==> src/rtl/gyro_pkg.sv <==
// Shared types and constants for the gyro pulse-torque sequencer.
// The overrun flag is built only when GYTQ_OVERRUN_EN is defined.
package gyro_pkg;

  localparam int CNT_W_DEFAULT = 11;

  typedef enum logic [1:0] {
    ST_IDLE   = 2'd0,
    ST_SETUP  = 2'd1,
    ST_TORQUE = 2'd2,
    ST_RESET  = 2'd3
  } gy_state_e;

  localparam logic [1:0] AX_ILL = 2'b00;
  localparam logic [1:0] AX_X   = 2'b01;
  localparam logic [1:0] AX_Y   = 2'b10;
  localparam logic [1:0] AX_Z   = 2'b11;

  // Drive vector bit order: {XP, XM, YP, YM, ZP, ZM}
  function automatic logic [5:0] axis_drive(input logic [1:0] axis, input logic sign);
    logic [5:0] d;
    d = 6'b000000;
    case (axis)
      AX_X:    d = sign ? 6'b010000 : 6'b100000;
      AX_Y:    d = sign ? 6'b000100 : 6'b001000;
      AX_Z:    d = sign ? 6'b000001 : 6'b000010;
      default: d = 6'b000000;
    endcase
    return d;
  endfunction

endpackage

==> src/rtl/gyro_strobe_counter.sv <==
// Counts pace strobes while enabled and flags the strobe that reaches the
// programmed terminal count; cleared whenever the sequencer changes state.
module gyro_strobe_counter
  import gyro_pkg::*;
#(
  parameter int CW = 4
) (
  input  logic          i_clk,
  input  logic          i_rst_n,
  input  logic          i_clr,
  input  logic          i_en,
  input  logic          i_pace,
  input  logic [CW-1:0] i_term,
  output logic          o_tick
);

  localparam logic [CW-1:0] ONE = CW'(1);

  logic [CW-1:0] r_cnt;

  assign o_tick = i_en & i_pace & (r_cnt == (i_term - ONE));

  // Strobe count: clear on state change, advance on each enabled strobe
  always_ff @(posedge i_clk or negedge i_rst_n) begin
    if (!i_rst_n) begin
      r_cnt <= {CW{1'b0}};
    end else if (i_clr) begin
      r_cnt <= {CW{1'b0}};
    end else if (i_en && i_pace) begin
      r_cnt <= r_cnt + ONE;
    end else begin
      r_cnt <= r_cnt;
    end
  end

endmodule

==> src/rtl/gyro_torque_sequencer.sv <==
// Gyro pulse-torque sequencer: SETUP -> TORQUE -> RESET paced by the scaler.
// Optional sticky overrun flag is enabled with GYTQ_OVERRUN_EN.
module gyro_torque_sequencer
  import gyro_pkg::*;
#(
  parameter int CNT_W         = CNT_W_DEFAULT,
  parameter int SETUP_STROBES = 2,
  parameter int RESET_STROBES = 2
) (
  input  logic             CLOCK,
  input  logic             rst_,
  input  logic             PACE,
  input  logic             GOJAM,
  input  logic             cmd_valid,
  output logic             cmd_ready,
  input  logic [1:0]       cmd_axis,
  input  logic             cmd_sign,
  input  logic [CNT_W-1:0] cmd_count,
  output logic             GYENAB,
  output logic             GYXP,
  output logic             GYXM,
  output logic             GYYP,
  output logic             GYYM,
  output logic             GYZP,
  output logic             GYZM,
  output logic             GYRSET,
  output logic             GYRRST,
  output logic             GYROD,
  output logic             busy,
  output logic [CNT_W-1:0] remaining,
  output logic             done,
  output logic             cmd_err,
  output logic             overrun,
  input  logic             ovr_clr
);

  localparam logic [3:0]       SETUP_TERM = 4'(SETUP_STROBES);
  localparam logic [3:0]       RESET_TERM = 4'(RESET_STROBES);
  localparam logic [CNT_W-1:0] REM_ONE    = CNT_W'(1);
  localparam logic [CNT_W-1:0] REM_ZERO   = CNT_W'(0);

  gy_state_e        r_state, w_next_state;
  logic [5:0]       r_drv, w_drv_nxt;
  logic [CNT_W-1:0] r_remaining, w_rem_nxt;
  logic             r_done, w_done_nxt;
  logic             r_cmd_err, w_err_nxt;
  logic             w_tick;
  logic             w_cnt_en;
  logic [3:0]       w_term;
  logic             w_state_chg;

  assign w_cnt_en    = (r_state == ST_SETUP) | (r_state == ST_RESET);
  assign w_term      = (r_state == ST_SETUP) ? SETUP_TERM : RESET_TERM;
  assign w_state_chg = (w_next_state != r_state);

  gyro_strobe_counter #(.CW(4)) u_strobe_cnt (
    .i_clk   (CLOCK),
    .i_rst_n (rst_),
    .i_clr   (w_state_chg),
    .i_en    (w_cnt_en),
    .i_pace  (PACE),
    .i_term  (w_term),
    .o_tick  (w_tick)
  );

  // Next-state and next-register values; GOJAM overrides everything
  always_comb begin
    w_next_state = r_state;
    w_drv_nxt    = r_drv;
    w_rem_nxt    = r_remaining;
    w_done_nxt   = 1'b0;
    w_err_nxt    = 1'b0;
    if (GOJAM) begin
      w_next_state = ST_IDLE;
      w_drv_nxt    = 6'b000000;
      w_rem_nxt    = REM_ZERO;
    end else begin
      case (r_state)
        ST_IDLE: begin
          if (cmd_valid && (cmd_axis == AX_ILL)) begin
            w_err_nxt = 1'b1;
          end else if (cmd_valid) begin
            w_next_state = ST_SETUP;
            w_drv_nxt    = axis_drive(cmd_axis, cmd_sign);
            w_rem_nxt    = cmd_count;
          end else begin
            w_next_state = ST_IDLE;
          end
        end
        ST_SETUP: begin
          if (w_tick) begin
            w_next_state = (r_remaining != REM_ZERO) ? ST_TORQUE : ST_RESET;
          end else begin
            w_next_state = ST_SETUP;
          end
        end
        ST_TORQUE: begin
          if (PACE && (r_remaining > REM_ONE)) begin
            w_rem_nxt = r_remaining - REM_ONE;
          end else if (PACE) begin
            w_rem_nxt    = REM_ZERO;
            w_next_state = ST_RESET;
          end else begin
            w_next_state = ST_TORQUE;
          end
        end
        ST_RESET: begin
          if (w_tick) begin
            w_next_state = ST_IDLE;
            w_drv_nxt    = 6'b000000;
            w_done_nxt   = 1'b1;
          end else begin
            w_next_state = ST_RESET;
          end
        end
        default: begin
          w_next_state = ST_IDLE;
          w_drv_nxt    = 6'b000000;
          w_rem_nxt    = REM_ZERO;
        end
      endcase
    end
  end

  // State register
  always_ff @(posedge CLOCK or negedge rst_) begin
    if (!rst_) begin
      r_state <= ST_IDLE;
    end else begin
      r_state <= w_next_state;
    end
  end

  // Datapath registers: drives, pulse count and one-cycle status pulses
  always_ff @(posedge CLOCK or negedge rst_) begin
    if (!rst_) begin
      r_drv       <= 6'b000000;
      r_remaining <= REM_ZERO;
      r_done      <= 1'b0;
      r_cmd_err   <= 1'b0;
    end else begin
      r_drv       <= w_drv_nxt;
      r_remaining <= w_rem_nxt;
      r_done      <= w_done_nxt;
      r_cmd_err   <= w_err_nxt;
    end
  end

`ifdef GYTQ_OVERRUN_EN
  logic r_overrun;

  // Sticky overrun; a new event wins over a simultaneous clear
  always_ff @(posedge CLOCK or negedge rst_) begin
    if (!rst_) begin
      r_overrun <= 1'b0;
    end else if (cmd_valid && (r_state != ST_IDLE)) begin
      r_overrun <= 1'b1;
    end else if (ovr_clr) begin
      r_overrun <= 1'b0;
    end else begin
      r_overrun <= r_overrun;
    end
  end

  assign overrun = r_overrun;
`else
  logic w_unused_ovr_clr;
  assign w_unused_ovr_clr = ovr_clr;
  assign overrun          = 1'b0;
`endif

  assign cmd_ready = (r_state == ST_IDLE);
  assign busy      = (r_state != ST_IDLE);
  assign GYENAB    = (r_state != ST_IDLE);
  assign GYRSET    = (r_state == ST_SETUP);
  assign GYRRST    = (r_state == ST_RESET);
  // The torque pulse is the pace strobe itself, suppressed by a coincident restart
  assign GYROD     = (r_state == ST_TORQUE) & PACE & ~GOJAM;
  assign remaining = r_remaining;
  assign done      = r_done;
  assign cmd_err   = r_cmd_err;
  assign {GYXP, GYXM, GYYP, GYYM, GYZP, GYZM} = r_drv;

endmodule

==> config.mk <==
export PLATFORM = sky130hd
export DESIGN_NAME = gyro_torque_sequencer
export DESIGN_NICKNAME = d
export VERILOG_FILES = /design/src/rtl/gyro_pkg.sv /design/src/rtl/gyro_strobe_counter.sv /design/src/rtl/gyro_torque_sequencer.sv
export SDC_FILE = /design/constraint.sdc
export NUM_CORES = 1
export LEC_CHECK = 0
export CORE_MARGIN = 2
export CORE_UTILIZATION = 48
export CTS_CLUSTER_DIAMETER = 50
export CTS_CLUSTER_SIZE = 8
export DETAILED_ROUTE_END_ITERATION = 8
export PLACE_DENSITY = 0.88
export SKIP_CTS_REPAIR_TIMING = 1
export SLEW_MARGIN = 0
export SYNTH_ARGS = -nofsm -noshare
export SYNTH_HDL_FRONTEND = slang
export SYNTH_SLANG_ARGS = --single-unit
==> constraint.sdc <==
create_clock -name CLOCK -period 1.66 [get_ports CLOCK]
set_input_delay 0.415 -clock CLOCK [delete_from_list [all_inputs] [get_ports CLOCK]]
set_output_delay 0.415 -clock CLOCK [all_outputs]
set_load 0.02 [all_outputs]
* Word-level counts from Yosys, hierarchy flattened
Cells that the tools add are included.
Storage, ports and cells: bits in registers 25, bits in latches 0, RAM bits 0, ROM bits 0, output and inout port bits 26, logic and storage cells 71, memories kept 0
Cells by class: add/sub/neg operators 2, multipliers 0, div/mod/pow operators 0, magnitude comparators 1, eq/ne operators 12, shift-type cells 0, multiplexer cells 32, bitwise logic cells 6, reductions and logical operators 12
Operators with widths (number):
- two-way mux 11 bit | 5
- two-way mux 6 bit | 5
- one-hot mux 11 bit (2 select lines) | 1
- one-hot mux 6 bit (3 select lines) | 1
- two-way mux 2 bit | 6
- two-way mux 4 bit | 3
- one-hot mux 6 bit (2 select lines) | 1
- > comparator 11 x 1 -> 1 bit, second input constant | 1
- nonzero test 11 bit | 1
- subtractor 11 x 1 -> 11 bit, second input constant | 1
- two-way mux 1 bit | 9
- == test 2 bit, second input constant | 4
- one-hot mux 2 bit (4 select lines) | 1
- AND reduction 4 bit | 2
- != test 3 bit, second input constant | 2
- nonzero test 3 bit | 2
- adder 4 x 1 -> 4 bit, second input constant | 1
- AND 1 bit | 4
- == test 2 x 1 -> 1 bit, second input constant | 2
- == test 4 x 1 -> 1 bit, second input constant | 1
- logical NOT 2 bit | 2
- != test 4 bit, second input constant | 1
- nonzero test 2 bit | 2
- logical AND 1 bit | 3
- 4 further kinds | 4

* Longest topological paths before layout
Gate-level depths: netlist (run 1).
depth in word-level cells 9, mapped depth 6

* Modules after synthesis
From an unflattened synthesis (run 1), not the netlist that was laid out.
Unflattened totals: cells, all modules 174, area total of the unflattened synthesis 1696.6 um2
By module, submodules not included:
- gyro_torque_sequencer | times used 1, cells each 145, area an instance 1410.1 um2, sequential area each 525.5 um2
- gyro_strobe_counter | times used 1, cells each 29, area an instance 286.5 um2, sequential area each 100.1 um2

* Least setup slack after synthesis (run 1)
No wires, ideal clock.
path kind reg2reg, from register r_state[1], to register r_drv[1], setup time 0.125 ns, data arrival time 1.501 ns, data required time 1.535 ns, setup slack 0.034 ns, cell stages (with the launch flop) 7, buffers on the path 1, period minus slack after synthesis 1.626 ns, path through dfrtp_1 -> buf_4 -> or2_4 -> inv_4 -> nand2_2 -> o211ai_2 -> mux2_2
On the way: elaborated cells on any way between the ends 13
RTL lines:
- from (decl) | line gyro_torque_sequencer.sv:42 | gy_state_e r_state, w_next_state;
- from (signal assigned) | line gyro_torque_sequencer.sv:130 | r_state <= w_next_state;
- logical NOT 2 bit *
- via cmd_ready | line gyro_torque_sequencer.sv:15 | output logic cmd_ready,
- != test 3 bit (no source line) (tied with other cells)
- AND reduction 4 bit (no source line) / two-way mux 6 bit (equally long branches)
- to (signal assigned) | line gyro_torque_sequencer.sv:142 | r_drv <= w_drv_nxt;
- to (decl) | line gyro_torque_sequencer.sv:43 | logic [5:0] r_drv, w_drv_nxt;
Mark *: on every way through the listed nets, which the timed path passes. The rest lies on a longest branch. A chain may end at the register's enable or synchronous reset.

* Final worst setup path (run 1)
from register r_state[1], to output GYROD
On the way: word-level cells in the longest chain between the ends 3
Ends and longest elaborated chain:
- == test 2 bit | line gyro_torque_sequencer.sv:178 | assign GYROD = (r_state == ST_TORQUE) & PACE & ~GOJAM;
- AND 1 bit (2 in series) | line gyro_torque_sequencer.sv:178
- to (decl) | line gyro_torque_sequencer.sv:28 | output logic GYROD,
Every way passes these cells.

==> impl_metrics.toml, run 1 <==
[finish]
antenna_cells = 0
finalCoreUtilization_pct = 79.52
drive_gt1_share_pct = 35.14
syn_to_final_growth_pct = 61.35
fillers = 200
nets = 285
register_area_sq_um = 630.6
multi_input_area_sq_mm = 0.001040

[floorplan]
ios = 46
die_w_um = 62.30
fp.dieArea_sq_mm = 0.003881
fp.dieH_um = 62.30
rows = 21
initial_core_util_pct = 49.28
core_sq_mm = 0.003311

[placed_design]
post-dp-hpwl_mm = 3.460
numPortBuffers = 43
dp_slack_ns = -0.6427
gp_congestion = 0.9037

[min_path]
hp-class = "in2async"

[clock_network]
cts-root-buf = "clkbuf_4"
numCtsBuffers = 3
cts.sink_count = 25
path_clk_slew_ns = 0.15
cts_tree = "built"
h-tree-depth = 1
insertion_delay_ns = 0.35
ctsLongestPathBuffers = 2

[global_routing]
grt_max_degree = 26
grt_pass1_wl_mm = 7.162
grt_usage_pct = 23.32
antenna_found_initial = 0
grt_pass1_vias = 1524
grt_overflow = 0

[timing]
clock.fmax_mhz = 511.1
hold_viol = 0
rsz0062_at_grt = "true"
min_period_ns = 1.956
fin_ws_ns = -0.2965
period_share_pct = 117.9
holdWs_ns = 0.4076
setup_violations = 19
clock_skew_ns = 0.004915
finalMaxSlewViolations = 0

[logic_synthesis]
syn_nets = 200
synth_flop_cell = "dfrtp_1"
yosys.area.top_type_share_pct = 38.34
ys_ff_latch = 25
yosysSeqAreaShare_pct = 38.34
yosys.area.top_type = "dfrtp_1"
ys_async_sr_fraction_pct = 100.0
synth_edf_count = 0
synthCells = 175
ys_types = 51
netlist_area_sq_mm = 0.001632
synthTopCellsByArea = "dfrtp_1, nand2_1, ha_1, xor2_1, o211ai_1"
ys_warn_count = 0
postSynthAreaPerCell_sq_um = 9.323

[routing]
ant_nets = 0
drt_wl_total_mm = 5.820
viasPerCell = 6.026
drc = 0
via_count = 1838
post_drt_wl_per_cell_um = 19.08
dr.first_iter.drc_count = 109
firstDrtPassIters = 4

[power]
vdd_drop_max_v = 0.0005678
p_per_area_mw_per_mm2 = 743.5
total_power_mw = 1.957
power.leakage_nw = 1.449

[job]
drv_cap = 0

[worst_setup_path]
cp_max_fo = 4
cp_slowest_cell = "dfrtp_1"
max_stage_delay_ns = 0.47
startpoint_type = "flop"
crit_top_cell = "buf_4"
criticalPathCategory = "reg2out"
required_ns = 1.24
worstPathCellList = "buf_4 > nand3b_1 > nor2_2 > buf_4"
end_kind = "output port"
arrival_ns = 1.54

[outcome]
violations = "negative setup slack"
status = "finished with violations"
## kinds of logic (layout without fill, tap and decap cells)
kind of cell,count (synthesis),in the layout,share of synthesized area (%)
fa+ha+maj,5,5,3.834
xor+xnor,9,9,4.832
compound gates,43,43,18.71
flops,25,25,38.34
buf+inv,17,101,4.984
simple gates,69,69,25.00
mux,6,6,4.064
other cells,1,1,0.2298
## worst paths after layout
kind | startpoint | to | slack [ns] | cells after the start
worst max-delay path | r_state[1]$_DFF_PN0_ | GYROD | -0.30 | 4
worst min-delay path | rst_ | remaining[7]$_DFFE_PN0P_ | 0.41 | 2
worst max register to register | r_state[0]$_DFF_PN0_ | remaining[2]$_DFFE_PN0P_ | -0.09 | 7
worst min register to register | r_drv[0]$_DFFE_PN0P_ | r_drv[0]$_DFFE_PN0P_ | 0.53 | 2
max in group asynchronous | rst_ | remaining[2]$_DFFE_PN0P_ | 0.99 | 2
min in group CLOCK | r_drv[0]$_DFFE_PN0P_ | r_drv[0]$_DFFE_PN0P_ | 0.53 | 2
## cells in the final DEF, fill, tap and decap left out, types with 4 or more instances in the layout
cell             synthesis  final
ha_1                     5      4
dlymetal6s2s_1           0     18
o211ai_1                 8      8
clkdlybuf4s50_1          0     18
nand2_1                 17     17
nor2_1                   9      8
nor3_1                   5      5
buf_4                    3     38
a21oi_1                 10     10
nand3_1                 10     10
dfrtp_1                 25     21
dfrtp_2                  0      4
inv_1                    8      7
buf_6                    0     12
xor2_1                   7      7
## critical path: cells and delay by family, from the launching register on
family        cells  cell delay, ns
buf+inv           2            0.35
simple gates      2            0.37
flops             1            0.47
## registers in the layout, summed over array words and instances, names as in the netlist
register / cells
remaining: 11
cmd_err: 1
r_state: 2
u_strobe_cnt.r_cnt: 4
r_drv: 6
done: 1
## cells in the mapped netlist, types with 2 or more instances
library cell / count
a21oi_1: 10
and3b_1: 2
nor4_1: 2
mux2_2: 5
dfrtp_1: 25
buf_4: 3
inv_1: 8
nand4_1: 2
nor3b_1: 2
a22oi_1: 4
nor2_1: 9
o21ai_0: 3
nand2_1: 17
o22ai_1: 2
ha_1: 5
o211ai_2: 2
nand3b_1: 2
and3_1: 2
nand3_1: 10
nand4b_1: 3
nor3_1: 5
clkbuf_2: 2
xnor2_1: 2
o211ai_1: 8
a211o_1: 3
nor2b_1: 2
xor2_1: 7
nand2_2: 2
a31oi_1: 4
## where the power goes
part / switching (mW) / total (mW) / internal (mW)
sequential: 0.0620 / 0.714 / 0.652
clock: 0.215 / 0.308 / 0.0929
combinational: 0.479 / 0.935 / 0.456
total: 0.756 / 1.96 / 1.20
## layer usage
layer | track usage (%) | up-vias | share of wire, %
li1 | - | 809 | -
met1 | 31.07 | 875 | 38
met2 | 39.27 | 125 | 48
met3 | 2.355 | 29 | 8.1
met4 | 9.167 | 0 | 5.3
met5 | 0 | - | 0
## metrics by stage
stage / cell area, sq um / TNS (ns) / std cells
2_1_floorplan: 1632 / 0 / 175
3_3_place_gp: 2341 / -6.171 / 292
3_5_place_dp: 2341 / -7.503 / 292
4_1_cts: 2371 / -6.270 / 296
6_report: 2633 / -1.365 / 305
5_1_grt: 2633 / -2.912 / 305
## cell type report
type / instances / share of cell area, %
Tap cell: 46 / 2.186
Multi-Input combinational cell: 133 / 39.50
Clock buffer: 3 / 0.8555
Clock inverter: 1 / 0.2852
Timing Repair Buffer: 87 / 31.56
Inverter: 10 / 1.664
Sequential cell: 25 / 23.95
Note: power is estimated with default switching activity, not from simulation.
==> inputs of run 2 (changes only) <==
--- a/config.mk
+++ b/config.mk
@@ -5,14 +5,13 @@
 export SDC_FILE = /design/constraint.sdc
 export NUM_CORES = 1
 export LEC_CHECK = 0
-export CORE_MARGIN = 2
+export CORE_MARGIN = 1
 export CORE_UTILIZATION = 48
 export CTS_CLUSTER_DIAMETER = 50
 export CTS_CLUSTER_SIZE = 8
 export DETAILED_ROUTE_END_ITERATION = 8
 export PLACE_DENSITY = 0.88
 export SKIP_CTS_REPAIR_TIMING = 1
-export SLEW_MARGIN = 0
 export SYNTH_ARGS = -nofsm -noshare
 export SYNTH_HDL_FRONTEND = slang
 export SYNTH_SLANG_ARGS = --single-unit
==> impl_metrics.toml, run 2 (synthesized netlist as in run 1, its figures left out) <==
[routing]
drt_wl_total_mm = 6.130
viasPerCell = 6.225
drc = 0
post_drt_wl_per_cell_um = 20.30
ant_nets = 0
via_count = 1880
firstDrtPassIters = 5
dr.first_iter.drc_count = 165

[worst_setup_path]
r2r_end = "r_drv[1]$_DFFE_PN0P_"
worstPathCellList = "nand3b_1 > nor2_2 > buf_4"
critPathBufInv = 1
cp_top_family = "flip-flops"
end_kind = "output port"
max_stage_delay_ns = 0.45
startpoint_type = "flop"
criticalPathCategory = "reg2out"
arrival_ns = 1.33
worstRegToRegCells = 6
required_ns = 1.24
cp_max_fo = 4
rrSetupSlack_ns = -0.06
r2r-start = "u_strobe_cnt.r_cnt[1]$_DFFE_PN0P_"
cp_slowest_cell = "dfrtp_1"

[finish]
antenna_cells = 0
final_area_sq_mm = 0.002609
drive_gt1_share_pct = 33.72
fillers = 163
final_cells = 302
largest_register_ffs = 11
final_cell_mix = "buf_4, dfrtp_1, dlymetal6s2s_1"
syn_to_final_growth_pct = 59.89
nets = 284
layout_commonest_cell = "buf_4"

[power]
power.leakage_nw = 1.478
vdd_drop_max_v = 0.0004428
p_per_area_mw_per_mm2 = 729.0
p_int_mw = 1.175
swShare_pct = 38.21
p_sw_uw = 726.7
clock_power_share_pct = 15.1
combPwrFrac_pct = 47.4
pwr-share-seq_pct = 37.5

[placed_design]
post-dp-hpwl_mm = 3.506
place_area_sq_mm = 0.002338
numPortBuffers = 43
dp.cells = 290
gp_congestion = 0.9316

[timing]
rsz0062_at_grt = "true"
clock.fmax_mhz = 574.3
min_period_ns = 1.741
clock_skew_ns = 0.004616
fin_ws_ns = -0.08116
hold_viol = 0
setup_violations = 12
period_share_pct = 104.9
finalMaxSlewViolations = 0

[global_routing]
grt_pass1_wl_mm = 6.996
grt_overflow = 0
grt_pass1_vias = 1522
grt_usage_pct = 26.45
antenna_found_initial = 0
grt_max_degree = 26

[floorplan]
fp.dieH_um = 60.30
core_sq_mm = 0.003128
fp.dieArea_sq_mm = 0.003636
ios = 46
initial_core_util_pct = 52.16
rows = 20
die_w_um = 60.30

[clock_network]
cts-root-buf = "clkbuf_4"
cts_tree = "built"
cts.sink_count = 25
ctsLongestPathBuffers = 2
h-tree-depth = 1
insertion_delay_ns = 0.33
numCtsBuffers = 3
path_clk_slew_ns = 0.14

[job]
drv_cap = 0

[outcome]
status = "finished with violations"
violations = "negative setup slack"

[min_path]
hp-class = "in2async"
[run 2: cell count changes in the layout (fill, tap and decap cells not counted), sizes merged]
cell,change
dlymetal6s2s,+2
buf,-1
clkdlybuf4s50,-1
clkinvlp,-1
[run 2: how the worst max path moves through the flow]
stage                                                 start              endpoint  depth (start not counted)
after floorplan                        r_state[1]$_DFF_PN0_  r_drv[1]$_DFFE_PN0P_                          6
after global placement                                 PACE                 GYROD                          4
after detailed placement                               PACE                 GYROD                          4
after CTS                                              PACE                 GYROD                          4
after global routing      u_strobe_cnt.r_cnt[1]$_DFFE_PN0P_  r_drv[4]$_DFFE_PN0P_                          6
final                                  r_state[0]$_DFF_PN0_                 GYROD                          3
[run 2: layout make-up]
type	count	area, sq um	share of cell area, %
well taps	44	55.05	2.110
multi-input cells	133	1015	38.90
repair buffers	86	838.3	32.13
clock buffers	4	26.28	1.007
inverters	10	43.79	1.679
flip-flops and latches	25	630.6	24.17
[run 2: worst reg2reg max path, stage by stage, from the launching register on]
cell	delay, ns
dfrtp_1	0.43
inv_1	0.06
ha_1	0.19
nand4_1	0.21
o211ai_4	0.26
buf_12	0.15
mux2_4	0.31
[run 2: per-layer routing]
layer	up-vias	routed length (um)	part of all wire, %	track usage, %
li1	813	-	-	-
met1	901	2327	38	35.77
met2	137	3028	49	43.96
met3	29	552	9.0	3.030
met4	0	221	3.6	8.638
met5	-	0	0	0
[run 2: power by group through the flow]
stage | combinational, mW | sequential (mW) | clock (mW)
floorplan | 0.371 | 0.752 | 0
global placement | 0.741 | 0.714 | 0
detailed placement | 0.763 | 0.716 | 0
CTS | 0.765 | 0.704 | 0.284
global route | 0.950 | 0.717 | 0.301
finish | 0.902 | 0.713 | 0.287
[run 2: per-stage QoR]
step | total power, mW | util (%) | setup WS, ns | TNS (ns) | hold WS, ns
2_1_floorplan | 1.122 | - | 0.03444 | 0 | 0.1194
3_3_place_gp | 1.455 | 74.76 | -0.5893 | -6.379 | 0.4912
3_5_place_dp | 1.479 | 74.76 | -0.5923 | -6.959 | 0.4969
4_1_cts | 1.753 | 75.60 | -0.5937 | -5.821 | 0.4468
5_1_grt | 1.968 | 83.40 | -0.1261 | -1.303 | 0.4736
6_report | 1.902 | 83.40 | -0.08116 | -0.4665 | 0.4353
==> inputs of run 3 (changes only) <==
--- a/config.mk
+++ b/config.mk
@@ -5,12 +5,12 @@
 export SDC_FILE = /design/constraint.sdc
 export NUM_CORES = 1
 export LEC_CHECK = 0
-export CORE_MARGIN = 1
 export CORE_UTILIZATION = 48
 export CTS_CLUSTER_DIAMETER = 50
 export CTS_CLUSTER_SIZE = 8
 export DETAILED_ROUTE_END_ITERATION = 8
-export PLACE_DENSITY = 0.88
+export GPL_ROUTABILITY_DRIVEN = 0
+export PLACE_DENSITY_LB_ADDON = 0.1
 export SKIP_CTS_REPAIR_TIMING = 1
 export SYNTH_ARGS = -nofsm -noshare
 export SYNTH_HDL_FRONTEND = slang
==> impl_metrics.toml, run 3 (synthesized netlist as in run 1, its figures left out) <==
[finish]
final_cell_mix = "buf_4, dfrtp_1, dlymetal6s2s_1"
antenna_cells = 0
drive_gt1_share_pct = 34.98
fillers = 178
largest_register_ffs = 11
nets = 289
syn_to_final_growth_pct = 63.88
layout_commonest_cell = "buf_4"
final_area_sq_mm = 0.002674

[routing]
post_drt_wl_per_cell_um = 18.39
viasPerCell = 5.974
dr.first_iter.drc_count = 145
via_count = 1834
firstDrtPassIters = 4
drc = 0
ant_nets = 0
drt_wl_total_mm = 5.647

[clock_network]
h-tree-depth = 1
cts_tree = "built"
ctsLongestPathBuffers = 2
cts-root-buf = "clkbuf_4"
path_clk_slew_ns = 0.15
insertion_delay_ns = 0.34
numCtsBuffers = 3
cts.sink_count = 25

[timing]
finalMaxSlewViolations = 0
period_share_pct = 118.1
clock.fmax_mhz = 510.2
worst_pin_slew_ns = 0.5482
fin_ws_ns = -0.3001
tns_ns = -0.6213
setup_violations = 12
min_period_ns = 1.960
rsz0062_at_grt = "true"
slew_headroom_pct = 63.17
clock_skew_ns = 0.005153
hold_viol = 0

[placed_design]
numPortBuffers = 43
post-dp-hpwl_mm = 3.522
place_area_sq_mm = 0.002369

[worst_setup_path]
r2r_end = "r_drv[1]$_DFFE_PN0P_"
max_stage_delay_ns = 0.47
critPathBufInv = 2
required_ns = 1.24
cp_slowest_cell = "dfrtp_2"
end_kind = "output port"
worstPathCellList = "buf_4 > nand3b_1 > nor2_2 > buf_2"
worstRegToRegCells = 7
cp_top_family = "flip-flops"
r2r-start = "r_state[1]$_DFF_PN0_"
rrSetupSlack_ns = -0.03
arrival_ns = 1.55
startpoint_type = "flop"
cp-startpoint = "r_state[0]$_DFF_PN0_"
cp.depth = 4
cp_max_fo = 4
criticalPathCategory = "reg2out"
crit_end = "GYROD"

[floorplan]
core_sq_mm = 0.003128
fp.dieH_um = 60.30
rows = 20
fp.dieArea_sq_mm = 0.003636
ios = 46
initial_core_util_pct = 52.16
die_w_um = 60.30

[outcome]
status = "finished with violations"
violations = "negative setup slack"

[min_path]
hp-class = "in2async"

[global_routing]
antenna_found_initial = 0
grt_overflow = 0
grt_pass1_vias = 1573
grt_max_degree = 26
grt_pass1_wl_mm = 6.975
grt_usage_pct = 25.76

[job]
drv_cap = 0

[power]
vdd_drop_max_v = 0.0005349
power.leakage_nw = 1.512
p_per_area_mw_per_mm2 = 739.1
## run 3: power by group
group / internal, mW / leakage (nW) / switching, mW
Sequential: 0.653 / 0.333 / 0.0584
Combinational: 0.482 / 1.16 / 0.482
Clock: 0.0926 / 0.0139 / 0.208
Total: 1.23 / 1.51 / 0.748
## run 3: final cells by class
type,count,area [sq um],share of cell area [%]
Tap cell,44,55.05,2.059
Sequential cell,25,631.9,23.63
Inverter,10,43.79,1.638
Timing Repair Buffer,91,880.8,32.94
Clock buffer,3,22.52,0.8423
Clock inverter,1,7.507,0.2808
Multi-Input combinational cell,133,1032,38.61
## run 3: how the worst min path moves through the flow
stage	from	to	slack, ns	cells past startpoint
6_report	rst_	remaining[0]$_DFFE_PN0P_	0.42	2
5_1_grt	rst_	remaining[3]$_DFFE_PN0P_	0.45	2
4_1_cts	rst_	remaining[0]$_DFFE_PN0P_	0.44	2
3_5_place_dp	r_drv[2]$_DFFE_PN0P_	r_drv[2]$_DFFE_PN0P_	0.50	1
3_3_place_gp	r_drv[4]$_DFFE_PN0P_	r_drv[4]$_DFFE_PN0P_	0.49	1
2_1_floorplan	rst_	cmd_err$_DFF_PN0_	0.12	0
## run 3: metrics by stage
| stage | setup slack, ns | instances | util, % | hold slack [ns] | total power, mW |
|---|---|---|---|---|---|
| after CTS | -0.6351 | 298 | 76.68 | 0.4394 | 1.807 |
| after global placement | -0.5590 | 294 | 75.72 | 0.4915 | 1.484 |
| final | -0.3001 | 307 | 85.48 | 0.4212 | 1.976 |
| after floorplan | 0.03444 | 175 | - | 0.1194 | 1.122 |
| after global routing | -0.3402 | 307 | 85.48 | 0.4464 | 2.061 |
| after detailed placement | -0.5884 | 294 | 75.72 | 0.5012 | 1.508 |
## run 3: routing by layer
metal	global-route usage [%]	wire length [um]	part of all wire [%]	vias to the layer above
li1	-	-	-	823
met1	33.07	2138	38	858
met2	43.33	2807	50	129
met3	4.113	478	8.5	24
met4	9.635	223	3.9	0
met5	0	0	0	-
